## config.mk

```make
export PLATFORM = sky130hd
export DESIGN_NAME = arcade_input_cond
export DESIGN_NICKNAME = d
export VERILOG_FILES = /design/src/rtl/arcade_input_cond.sv
export SDC_FILE = /design/constraint.sdc
export NUM_CORES = 1
export LEC_CHECK = 0
export ABC_AREA = 0
export CAP_MARGIN = 20
export CORE_UTILIZATION = 54
export CTS_CLUSTER_SIZE = 10
export DETAILED_ROUTE_END_ITERATION = 7
export GPL_TIMING_DRIVEN = 0
export MAX_ROUTING_LAYER = met4
export PLACE_DENSITY = 0.77
export SLEW_MARGIN = 15
export SYNTH_ARGS = -nofsm -noshare
export SYNTH_HDL_FRONTEND = slang
export SYNTH_SLANG_ARGS = --single-unit
```

## constraint.sdc

```tcl
create_clock -name clk -period 2.4 [get_ports clk]
set_clock_uncertainty 0.1 [all_clocks]
set_input_delay 0.48 -clock clk [delete_from_list [all_inputs] [get_ports clk]]
set_output_delay 0.48 -clock clk [all_outputs]
set_load 0.01 [all_outputs]
```

## src/rtl/arcade_input_cond.sv

```systemverilog
// Multi-player input conditioner: per-player SOCD direction resolver plus a
// queued coin pulse generator with a guaranteed gap between pulses.

module arcade_input_chan #(
  parameter int SOCD_MODE = 0,
  parameter int CNT_W     = 20,
  parameter int PULSE_LEN = 1048575,
  parameter int GAP_LEN   = 262144
) (
  input  logic       clk,
  input  logic       reset_n,
  input  logic [3:0] dir_raw,
  input  logic       coin_raw,
  output logic [3:0] dir,
  output logic       coin,
  output logic [1:0] pend
);
  typedef enum logic [1:0] {IDLE, PULSE, GAP} state_t;

  localparam logic [CNT_W-1:0] PULSE_LD = CNT_W'(PULSE_LEN - 1);
  localparam logic [CNT_W-1:0] GAP_LD   = CNT_W'((GAP_LEN == 0) ? 0 : GAP_LEN - 1);

  logic [3:0]            d1, d2;
  logic                  c1, c2;
  logic [1:0][1:0]       last_q, first_q, last_d, first_d, res;
  logic [1:0]            ax1, ax2, rs;
  state_t                state;
  logic [CNT_W-1:0]      cnt;
  logic                  fall, deq;

  // Axis a=0 is horizontal {L,R}, a=1 is vertical {U,D}; bit 1 outranks bit 0.
  always_comb begin
    last_d  = last_q;
    first_d = first_q;
    res     = '0;
    ax1     = '0;
    ax2     = '0;
    rs      = '0;
    for (int a = 0; a < 2; a++) begin
      ax1 = d1[2*a +: 2];
      ax2 = d2[2*a +: 2];
      rs  = ax1 & ~ax2;
      if (rs[1])      last_d[a] = 2'b10;
      else if (rs[0]) last_d[a] = 2'b01;
      // Entering the conflict remembers what was already held (00 if both rose).
      if (ax1 == 2'b11 && ax2 != 2'b11) first_d[a] = ax2;
      if (ax1 != 2'b11) res[a] = ax1;
      else begin
        case (SOCD_MODE)
          0:       res[a] = last_d[a];
          2:       res[a] = first_d[a];
          default: res[a] = 2'b00;
        endcase
      end
    end
  end

  assign fall = c2 & ~c1;
  assign deq  = (state == IDLE) && (pend != 2'd0);
  assign coin = (state == PULSE);

  always_ff @(posedge clk) begin
    if (!reset_n) begin
      d1      <= '0;
      d2      <= '0;
      c1      <= 1'b0;
      c2      <= 1'b0;
      last_q  <= '0;
      first_q <= '0;
      dir     <= '0;
      pend    <= '0;
      state   <= IDLE;
      cnt     <= '0;
    end else begin
      d1      <= dir_raw;
      d2      <= d1;
      c1      <= coin_raw;
      c2      <= c1;
      last_q  <= last_d;
      first_q <= first_d;
      dir     <= {res[1], res[0]};
      if (fall && !deq)      pend <= (pend == 2'd3) ? 2'd3 : pend + 2'd1;
      else if (!fall && deq) pend <= pend - 2'd1;
      case (state)
        IDLE: if (pend != 2'd0) begin
          state <= PULSE;
          cnt   <= PULSE_LD;
        end
        PULSE: if (cnt == '0) begin
          if (GAP_LEN == 0) state <= IDLE;
          else begin
            state <= GAP;
            cnt   <= GAP_LD;
          end
        end else cnt <= cnt - 1'b1;
        GAP: if (cnt == '0) state <= IDLE;
             else cnt <= cnt - 1'b1;
        default: state <= IDLE;
      endcase
    end
  end
endmodule

module arcade_input_cond #(
  parameter int PLAYERS   = 2,
  parameter int SOCD_MODE = 0,
  parameter int CNT_W     = 20,
  parameter int PULSE_LEN = 1048575,
  parameter int GAP_LEN   = 262144
) (
  input  logic                 clk,
  input  logic                 I_RESETn,
  input  logic [4*PLAYERS-1:0] I_DIR,
  input  logic [PLAYERS-1:0]   I_COIN,
  output logic [4*PLAYERS-1:0] O_DIR,
  output logic [PLAYERS-1:0]   O_COIN,
  output logic [2*PLAYERS-1:0] O_COIN_PEND
);
  for (genvar p = 0; p < PLAYERS; p++) begin : g_chan
    arcade_input_chan #(
      .SOCD_MODE(SOCD_MODE),
      .CNT_W    (CNT_W),
      .PULSE_LEN(PULSE_LEN),
      .GAP_LEN  (GAP_LEN)
    ) u_chan (
      .clk     (clk),
      .reset_n (I_RESETn),
      .dir_raw (I_DIR[4*p +: 4]),
      .coin_raw(I_COIN[p]),
      .dir     (O_DIR[4*p +: 4]),
      .coin    (O_COIN[p]),
      .pend    (O_COIN_PEND[2*p +: 2])
    );
  end
endmodule

```

==> out/metrics.csv, run 1 <==
metric,value,unit
ys_warn_count,0,
clk_latency,0.35,ns
fillers,638,
clockBufferDepth,2,
placed_area,4711,sq um
avgSynthCellArea,8.566,sq um
die_h,91.68,um
design_area,5246,sq um
cts.reportedPaths.clkPinSlew,0.10,ns
final_common_cell,dfxtp_1,
cp-end-kind,register,
status,finished clean,
place_congestion,0.9572,
drt_iter0_markers,226,
grt_pass1_vias,4141,
fmax,0.4272,GHz
post-route-period-util,97.54,%
setup-tns-final,0,ns
core_area,7767,sq um
grt_busiest_layer,met2,
n_antenna_cell,0,
crit_arrival,2.48,ns
grt_max_degree,15,
drv_slew,0,
drive_above_1_share,16.43,%
ant_nets,0,
synth_top_area_cell,dfxtp_1,
setup_violations,0,
ys_seq_area_share,38.72,%
synth.distinct_cells,55,
worstPathRequired,2.54,ns
final_util,67.54,%
viasPerCell,6.399,
fin_ws,0.05903,ns
synthArstFlopShare,0,%
p_per_area,1343,nW/um^2
grt_util_met2,48.93,%
slew_headroom,52.80,%
final-hold-violation-count,0,
use_met3,4.975,%
ys.flop_type,dfxtp_1,
p_leak,1.997,nW
final_cell_mix,"dfxtp_1, a21oi_1, inv_1",
synthCells,507,
hold_class,reg -> reg,
max_cap_violations,0,
grt_use_met1,33.51,%
routed_wl,11330,um
cts.hold.buffers_added,0,
ios,26,
track_usage,28.84,%
swShare,43.53,%
cts_buffers,9,
critPathKind,reg -> reg,
share_comb_of_total_power,53.4,%
syn_area,4343,sq um
numClockSinks,84,
syn-num-nets,539,
num_vias,4236,
syn_to_final_growth,20.80,%
initial_core_util,55.91,%
synth.top_cells.by_area,"dfxtp_1, ha_1, a21oi_1, nor2_1, inv_1",
numPortBuffers,24,
worstMarginPinSlew,0.7080,ns
grt_pass1_wl,18930,um
root_buffer,clkbuf_8,
die-area,8405,sq um
hpwl,7414,um
drtPass1Iterations,5,
cts_tree,built,
p_sw,3.067,mW
rows,32,
drc,0,
p_int,3.978,mW
ys_ff_latch,84,
power_frac_clock,15.7,%
synth_top_cell_area_share,38.72,%
synth-edff-count,0,
worstPathMaxFanout,6,
overflow,0,
rsz0062_at_grt,true,
seqPwrFrac,30.9,%
antenna_found_initial,0,
worstSetupStartpointType,register,
fin_nets,587,
dieWidth,91.68,um
dp_slack,-0.3570,ns
ir_drop,0.8059,mV
post_drt_wl_per_cell,17.12,um
htreeDepth,3,
fin_crit,2.341,ns
==> power groups by stage <==
stage | registers (mW) | clock network [mW] | logic, mW
after floorplan | 2.09 | 0 | 2.43
after global placement | 2.15 | 0 | 3.10
after detailed placement | 2.17 | 0 | 3.17
after CTS | 2.14 | 1.13 | 3.47
after global routing | 2.23 | 1.18 | 4.14
final | 2.18 | 1.11 | 3.76
==> through the flow <==
step	hold WS, ns	std cells	power [mW]
after floorplan	0.3193	507	4.519
after global placement	0.3354	633	5.246
after detailed placement	0.3398	633	5.338
after CTS	0.3762	660	6.743
after global routing	0.3908	662	7.554
final	0.3780	662	7.045
==> critical path: stages, from the launching register on <==
cell and delay [ns]:
dfxtp_2 0.33, or4_4 0.54, or3_4 0.38, nor4_4 0.23, buf_4 0.19, buf_8 0.14
nor2_2 0.05, o221a_2 0.26
==> state kept, by name (all words and copies together) (netlist names) <==
name                  count
g_chan.u_chan.c2          2
g_chan.u_chan.state       4
g_chan.u_chan.cnt        40
g_chan.u_chan.pend        4
g_chan.u_chan.dir         8
g_chan.u_chan.d2          8
g_chan.u_chan.d1          8
g_chan.u_chan.c1          2
g_chan.u_chan.last_q      8
==> area by class of cell <==
class	count	area (sq um)	area share, %
Multi-Input combinational cell	366	2603	49.61
Sequential cell	84	1688	32.17
Clock buffer	10	127.6	2.433
Tap cell	102	127.6	2.433
Timing Repair Buffer	42	379.1	7.226
Inverter	32	120.1	2.290
Clock inverter	6	88.84	1.693
Buffer	20	112.6	2.146
==> per-layer routing <==
layer | part of all wire [%] | up-vias | routed length (um)
met5 | 0 | - | 0
met4 | 2.2 | 0 | 250
met3 | 5.1 | 27 | 574
met2 | 49 | 152 | 5575
met1 | 44 | 2059 | 4931
li1 | - | 1998 | -
==> synthesized netlist by cell type (4+ instances only) <==
cell       instances
dfxtp_1           84
a21oi_1           36
nor2_1            33
inv_1             32
nand2_1           28
o21ai_0           21
ha_1              20
and2_1            18
nor3_1            18
a31oi_1           15
clkbuf_1          15
nand2b_1          14
nand3_1           14
o31ai_1           14
nor4_1            13
nor2b_1            8
o41ai_1            8
or4_1              8
a22o_1             7
a32o_1             7
o221a_2            7
nand4_1            6
o211ai_1           6
a211oi_1           5
a2bb2oi_1          5
or2_2              5
a21boi_0           4
a311oi_1           4
o211a_1            4
o311ai_0           4
==> cells by family (layout without fill, tap and decap cells) <==
logic type / count (synthesis) / in the layout / share of synthesized area, %
AOI/OAI and AO/OA: 168 / 168 / 27.98
and+or+nand+nor: 177 / 178 / 21.90
adders and majority gates: 20 / 20 / 5.762
buffers and inverters: 58 / 110 / 5.646
DFF: 84 / 84 / 38.72
==> worst paths after layout <==
check | from | endpoint | slack (ns) | depth (start not counted)
setup / recovery | g_chan[1].u_chan.cnt[12] | g_chan[1].u_chan.cnt[1] | 0.06 | 7
hold / removal | g_chan[1].u_chan.d1[0] | g_chan[1].u_chan.dir[1] | 0.38 | 1
setup reg to reg | g_chan[1].u_chan.cnt[12] | g_chan[1].u_chan.cnt[1] | 0.06 | 7
hold reg to reg | g_chan[1].u_chan.d1[0] | g_chan[1].u_chan.dir[1] | 0.38 | 1
==> timing repair <==
| action | in CTS | in global routing |
|---|---|---|
| resized for setup | 33 | 24 |
| setup buffers | 11 | 6 |
| setup endpoints to repair | 43 | 42 |
| gates cloned | 2 | 0 |
| pin swaps | 11 | 4 |
(Power assumes the default switching activity.)
==> run 2: changes to the inputs <==
--- a/constraint.sdc
+++ b/constraint.sdc
@@ -4,2 +4,2 @@
 set_output_delay 0.48 -clock clk [all_outputs]
-set_load 0.01 [all_outputs]
+set_load 0.02 [all_outputs]
==> run 2 against run 1 <==
Total power rose by 0.67%; register-to-register slack barely moved; cell area rose by 0.24%; global-route usage barely moved; sequential cell count did not move; highest routed layer unchanged; utilization rose by 0.16 points; routed wire length rose by 0.16%.
==> out/metrics.csv, run 2 (synthesis results as in run 1) <==
metric,value,unit,change
status,finished clean,,unchanged
drt_iter0_markers,241,,was 226
syn_to_final_growth,21.09,%,was 20.80%
p_total,7.092,mW,was 7.045 mW
r2r_end,g_chan[1].u_chan.cnt[3],,was g_chan[1].u_chan.cnt[1]
core_area,7767,sq um,unchanged
overflow,0,,unchanged
dp_slack,-0.3570,ns,unchanged
ir_drop,0.8116,mV,was 0.8059 mV
numClockSinks,84,,unchanged
reg2reg_depth,7,,unchanged
whs,0.3764,ns,was 0.3780 ns
p_per_area,1349,nW/um^2,was 1343 nW/um^2
max_cap_violations,0,,unchanged
swShare,43.83,%,was 43.53%
grt_pass1_wl,18950,um,"was 18,930 um"
largest_register,g_chan.u_chan.cnt,,unchanged
grt_max_degree,15,,unchanged
cts.reportedPaths.clkPinSlew,0.09,ns,was 0.10 ns
final_util,67.70,%,was 67.54%
worstPathRequired,2.54,ns,about the same
place_congestion,0.9572,,unchanged
drv_slew,0,,unchanged
drtPass1Iterations,5,,unchanged
htreeDepth,3,,unchanged
startpoint,g_chan[1].u_chan.state[0],,was g_chan[1].u_chan.cnt[12]
ios,26,,unchanged
fin_nets,587,,unchanged
viasPerCell,6.361,,was 6.399
cp-end-kind,register,,unchanged
slew_headroom,52.11,%,was 52.80%
hold_class,reg -> reg,,unchanged
post_drt_wl_per_cell,17.14,um,was 17.12 um
clk_latency,0.35,ns,about the same
numPortBuffers,24,,unchanged
routed_wl,11350,um,"was 11,330 um"
worstMarginPinSlew,0.7184,ns,was 0.7080 ns
hpwl,7414,um,unchanged
dieWidth,91.68,um,unchanged
num_vias,4211,,"was 4,236"
drive_above_1_share,16.43,%,unchanged
worstPathMaxFanout,10,,was 6
antenna_found_initial,0,,unchanged
p_sw,3.109,mW,was 3.067 mW
instances_no_fill,662,,unchanged
grt_pass1_vias,4142,,"was 4,141"
rrSetupSlack,0.05,ns,was 0.06 ns
post-route-period-util,97.99,%,was 97.54%
fin_crit,2.352,ns,was 2.341 ns
crit_path_end,g_chan[1].u_chan.cnt[3],,was g_chan[1].u_chan.cnt[1]
rows,32,,unchanged
final-hold-violation-count,0,,unchanged
p_leak,2.015,nW,was 1.997 nW
largest_register_ffs,40,,unchanged
final_common_cell,dfxtp_1,,unchanged
n_antenna_cell,0,,unchanged
die-area,8405,sq um,unchanged
seqPwrFrac,30.7,%,was 30.9%
final_cell_mix,"dfxtp_1, a21oi_1, inv_1",,unchanged
critPathKind,reg -> reg,,unchanged
fin_ws,0.04814,ns,was 0.05903 ns
initial_core_util,55.91,%,unchanged
root_buffer,clkbuf_8,,unchanged
fmax,0.4252,GHz,was 0.4272 GHz
place_inst,633,,unchanged
share_comb_of_total_power,53.7,%,was 53.4%
p_int,3.983,mW,was 3.978 mW
ant_nets,0,,unchanged
cts_buffers,9,,unchanged
setup_violations,0,,unchanged
crit_arrival,2.49,ns,was 2.48 ns
rsz0062_at_grt,true,,unchanged
clockBufferDepth,2,,unchanged
cts_tree,built,,unchanged
drc,0,,unchanged
die_h,91.68,um,unchanged
track_usage,28.86,%,was 28.84%
power_frac_clock,15.6,%,was 15.7%
worstSetupStartpointType,register,,unchanged
timing.rr.start,g_chan[1].u_chan.state[0],,was g_chan[1].u_chan.cnt[12]
[run 2: final cells by class]
cell class / instances / area (sq um)
clock buffer: 10 / 127.6
sequential: 84 / 1688
fill: 634 / 2509
inverter: 32 / 120.1
buffer: 20 / 112.6
clock inverter: 6 / 88.84
timing repair buffer: 42 / 381.6
tap: 102 / 127.6
multi-input combinational: 366 / 2613
[run 2: worst max-delay path, stage by stage, from the launching register on]
cell	delay, ns
dfxtp_1	0.45
inv_1	0.11
ha_1	0.41
inv_1	0.12
a41oi_4	0.36
buf_2	0.30
o21ai_0	0.15
a32o_1	0.22
[run 2: power groups by stage]
stage / sequential (mW) / combinational [mW] / clock, mW
6_report: 2.18 / 3.81 / 1.11
3_5_place_dp: 2.17 / 3.21 / 0
2_1_floorplan: 2.12 / 2.44 / 0
4_1_cts: 2.14 / 3.51 / 1.13
3_3_place_gp: 2.15 / 3.13 / 0
5_1_grt: 2.23 / 4.19 / 1.18
[run 2: how the worst min path moves through the flow]
stage                           startpoint                 endpoint  depth (start not counted)
detailed placement     g_chan[0].u_chan.c1      g_chan[0].u_chan.c2                          1
global route           g_chan[1].u_chan.c1      g_chan[1].u_chan.c2                          1
CTS                 g_chan[1].u_chan.d1[0]  g_chan[1].u_chan.dir[1]                          1
floorplan           g_chan[1].u_chan.d1[0]  g_chan[1].u_chan.dir[1]                          1
finish              g_chan[1].u_chan.d1[0]  g_chan[1].u_chan.dir[1]                          1
global placement       g_chan[0].u_chan.c1      g_chan[0].u_chan.c2                          1
[run 2: repair_timing]
| action | 4_1_cts | 5_1_grt |
|---|---|---|
| pin swaps | 11 | 4 |
| setup endpoints to repair | 45 | 43 |
| gates cloned | 2 | 0 |
| setup buffers | 11 | 6 |
| hold buffers | 0 | 0 |
| gates resized for setup | 34 | 25 |
[run 2: per-stage QoR]
step	cell area, sq um	TNS [ns]
after CTS	5151	-0.5056
after detailed placement	4711	-8.546
after global routing	5259	-0.01285
after floorplan	4343	0
final	5259	0
after global placement	4711	-7.438
[run 2: layer usage]
metal / GRT usage, % / vias up / share of wire (%)
met5: - / - / 0
met4: 12.57 / 0 / 2.2
met3: 4.975 / 28 / 6.0
met2: 48.93 / 162 / 49
met1: 33.56 / 2026 / 43
li1: - / 1995 / -
==> run 3: changes to the inputs <==
Settings changed: RECOVER_POWER from default to 100.
==> run 3 against run 2 <==
Clock power about the same; sequential cell count unchanged; die area did not move; critical path depth is the same; total power decreased by 0.17%; combinational power about the same; maximum frequency grew 0.75%; critical path type unchanged; highest routed layer unchanged.
==> out/metrics.csv, run 3 (synthesis results as in run 1) <==
metric,value,unit,change
status,finished clean,,unchanged
drive_above_1_share,16.43,%,unchanged
post-route-period-util,97.27,%,was 97.99%
cts_tree,built,,unchanged
swShare,43.92,%,was 43.83%
slew_headroom,53.80,%,was 52.11%
final_cell_mix,"dfxtp_1, a21oi_1, inv_1",,unchanged
fin_crit,2.334,ns,was 2.352 ns
max_cap_violations,0,,unchanged
clk_latency,0.35,ns,about the same
setup_violations,0,,unchanged
worstPathMaxFanout,10,,unchanged
cp-end-kind,register,,unchanged
p_per_area,1346,nW/um^2,was 1349 nW/um^2
numClockSinks,84,,unchanged
numPortBuffers,24,,unchanged
grt_util_met2,48.93,%,unchanged
grt_max_degree,15,,unchanged
worstPathRequired,2.54,ns,about the same
hold_class,reg -> reg,,unchanged
min_path_cells,1,,unchanged
hpwl,7414,um,unchanged
cts.reportedPaths.clkPinSlew,0.09,ns,about the same
p_sw,3.109,mW,about the same
setup-tns-final,0,ns,unchanged
share_comb_of_total_power,53.6,%,was 53.7%
ios,26,,unchanged
p_leak,2.043,nW,was 2.015 nW
grt_busiest_layer,met2,,unchanged
worstSetupStartpointType,register,,unchanged
grt_use_met1,33.56,%,unchanged
dieWidth,91.68,um,unchanged
drv_slew,0,,unchanged
rows,32,,unchanged
drtPass1Iterations,5,,unchanged
min_from,g_chan[1].u_chan.d1[0],,unchanged
clockBufferDepth,2,,unchanged
use_met3,4.975,%,unchanged
antenna_found_initial,0,,unchanged
power_frac_clock,15.6,%,about the same
drt_iter0_markers,223,,was 241
largest_register_ffs,40,,unchanged
r2r_end,g_chan[1].u_chan.cnt[3],,unchanged
num_vias,4213,,"was 4,211"
n_antenna_cell,0,,unchanged
fmax,0.4284,GHz,was 0.4252 GHz
initial_core_util,55.91,%,unchanged
die-area,8405,sq um,unchanged
rrSetupSlack,0.07,ns,was 0.05 ns
htreeDepth,3,,unchanged
viasPerCell,6.364,,was 6.361
seqPwrFrac,30.7,%,about the same
fillers,634,,unchanged
worstMarginPinSlew,0.6930,ns,was 0.7184 ns
rsz0062_at_grt,true,,unchanged
syn_to_final_growth,21.09,%,unchanged
post_drt_wl_per_cell,17.14,um,unchanged
whs,0.3763,ns,was 0.3764 ns
largest_register,g_chan.u_chan.cnt,,unchanged
hold_end,g_chan[1].u_chan.dir[1],,unchanged
root_buffer,clkbuf_8,,unchanged
track_usage,28.86,%,unchanged
final-hold-violation-count,0,,unchanged
ant_nets,0,,unchanged
critPathKind,reg -> reg,,unchanged
crit_arrival,2.47,ns,was 2.49 ns
ff_latch_area,1688,sq um,unchanged
cts_buffers,9,,unchanged
place_congestion,0.9572,,unchanged
drc,0,,unchanged
p_int,3.971,mW,was 3.983 mW
overflow,0,,unchanged
grt_pass1_vias,4142,,unchanged
multi_input_area,2613,sq um,unchanged
core_area,7767,sq um,unchanged
ir_drop,0.8112,mV,was 0.8116 mV
grt_pass1_wl,18950,um,unchanged
routed_wl,11350,um,unchanged
reg2reg_depth,7,,unchanged
die_h,91.68,um,unchanged
fin_nets,587,,unchanged
final_common_cell,dfxtp_1,,unchanged
timing.rr.start,g_chan[1].u_chan.state[0],,unchanged
## run 3: through the flow
step	util (%)	total power, mW	worst slack, ns	instance area, sq um	instances
floorplan	-	4.556	0.05115	4343	507
global placement	60.65	5.283	-0.3755	4711	633
detailed placement	60.65	5.375	-0.3570	4711	633
CTS	66.32	6.782	-0.08056	5151	660
global route	67.70	7.593	-0.009253	5259	662
finish	67.70	7.080	0.06554	5259	662
## run 3: final cells by class
type / count / share of cell area [%]
Tap cell: 102 / 2.427
Timing Repair Buffer: 42 / 7.257
Buffer: 20 / 2.141
Clock buffer: 10 / 2.427
Inverter: 32 / 2.284
Sequential cell: 84 / 32.10
Clock inverter: 6 / 1.689
Multi-Input combinational cell: 366 / 49.68
## run 3: power groups by stage
stage | Clock [mW] | Combinational, mW | Sequential (mW)
3_5_place_dp | 0 | 3.21 | 2.17
6_report | 1.11 | 3.80 | 2.18
5_1_grt | 1.18 | 4.18 | 2.23
4_1_cts | 1.13 | 3.51 | 2.14
2_1_floorplan | 0 | 2.44 | 2.12
3_3_place_gp | 0 | 3.13 | 2.15
## run 3: critical path, cell delays in order (launching register included)
cell	delay (ns)
dfxtp_1	0.46
inv_1	0.11
ha_1	0.41
inv_1	0.12
a41oi_4	0.35
buf_2	0.30
o21ai_0	0.14
a32o_1	0.22
## run 3: repair_timing
| item | 4_1_cts | 5_1_grt |
|---|---|---|
| gates resized for setup | 34 | 25 |
| hold buffers | 0 | 0 |
| cloned | 2 | 0 |
| setup endpoints to repair | 45 | 43 |
| buffers inserted | 11 | 6 |
| pin swaps | 11 | 4 |
## run 3: routing by layer
layer | vias to the layer above | wire length, um
li1 | 1993 | -
met1 | 2049 | 4823
met2 | 150 | 5619
met3 | 21 | 670
met4 | 0 | 235
met5 | - | 0
## run 3: worst max-delay path by stage
stage                              start                  endpoint  slack (ns)  cells after the start
2_1_floorplan    g_chan[0].u_chan.cnt[4]  g_chan[0].u_chan.cnt[11]        0.05                      8
3_3_place_gp     g_chan[1].u_chan.cnt[9]  g_chan[1].u_chan.cnt[11]       -0.38                      7
3_5_place_dp     g_chan[1].u_chan.cnt[9]   g_chan[1].u_chan.cnt[3]       -0.36                      7
4_1_cts         g_chan[1].u_chan.cnt[12]   g_chan[1].u_chan.cnt[1]       -0.08                      9
5_1_grt          g_chan[0].u_chan.cnt[7]  g_chan[0].u_chan.cnt[16]      -0.009                      7
6_report       g_chan[1].u_chan.state[0]   g_chan[1].u_chan.cnt[3]        0.07                      7
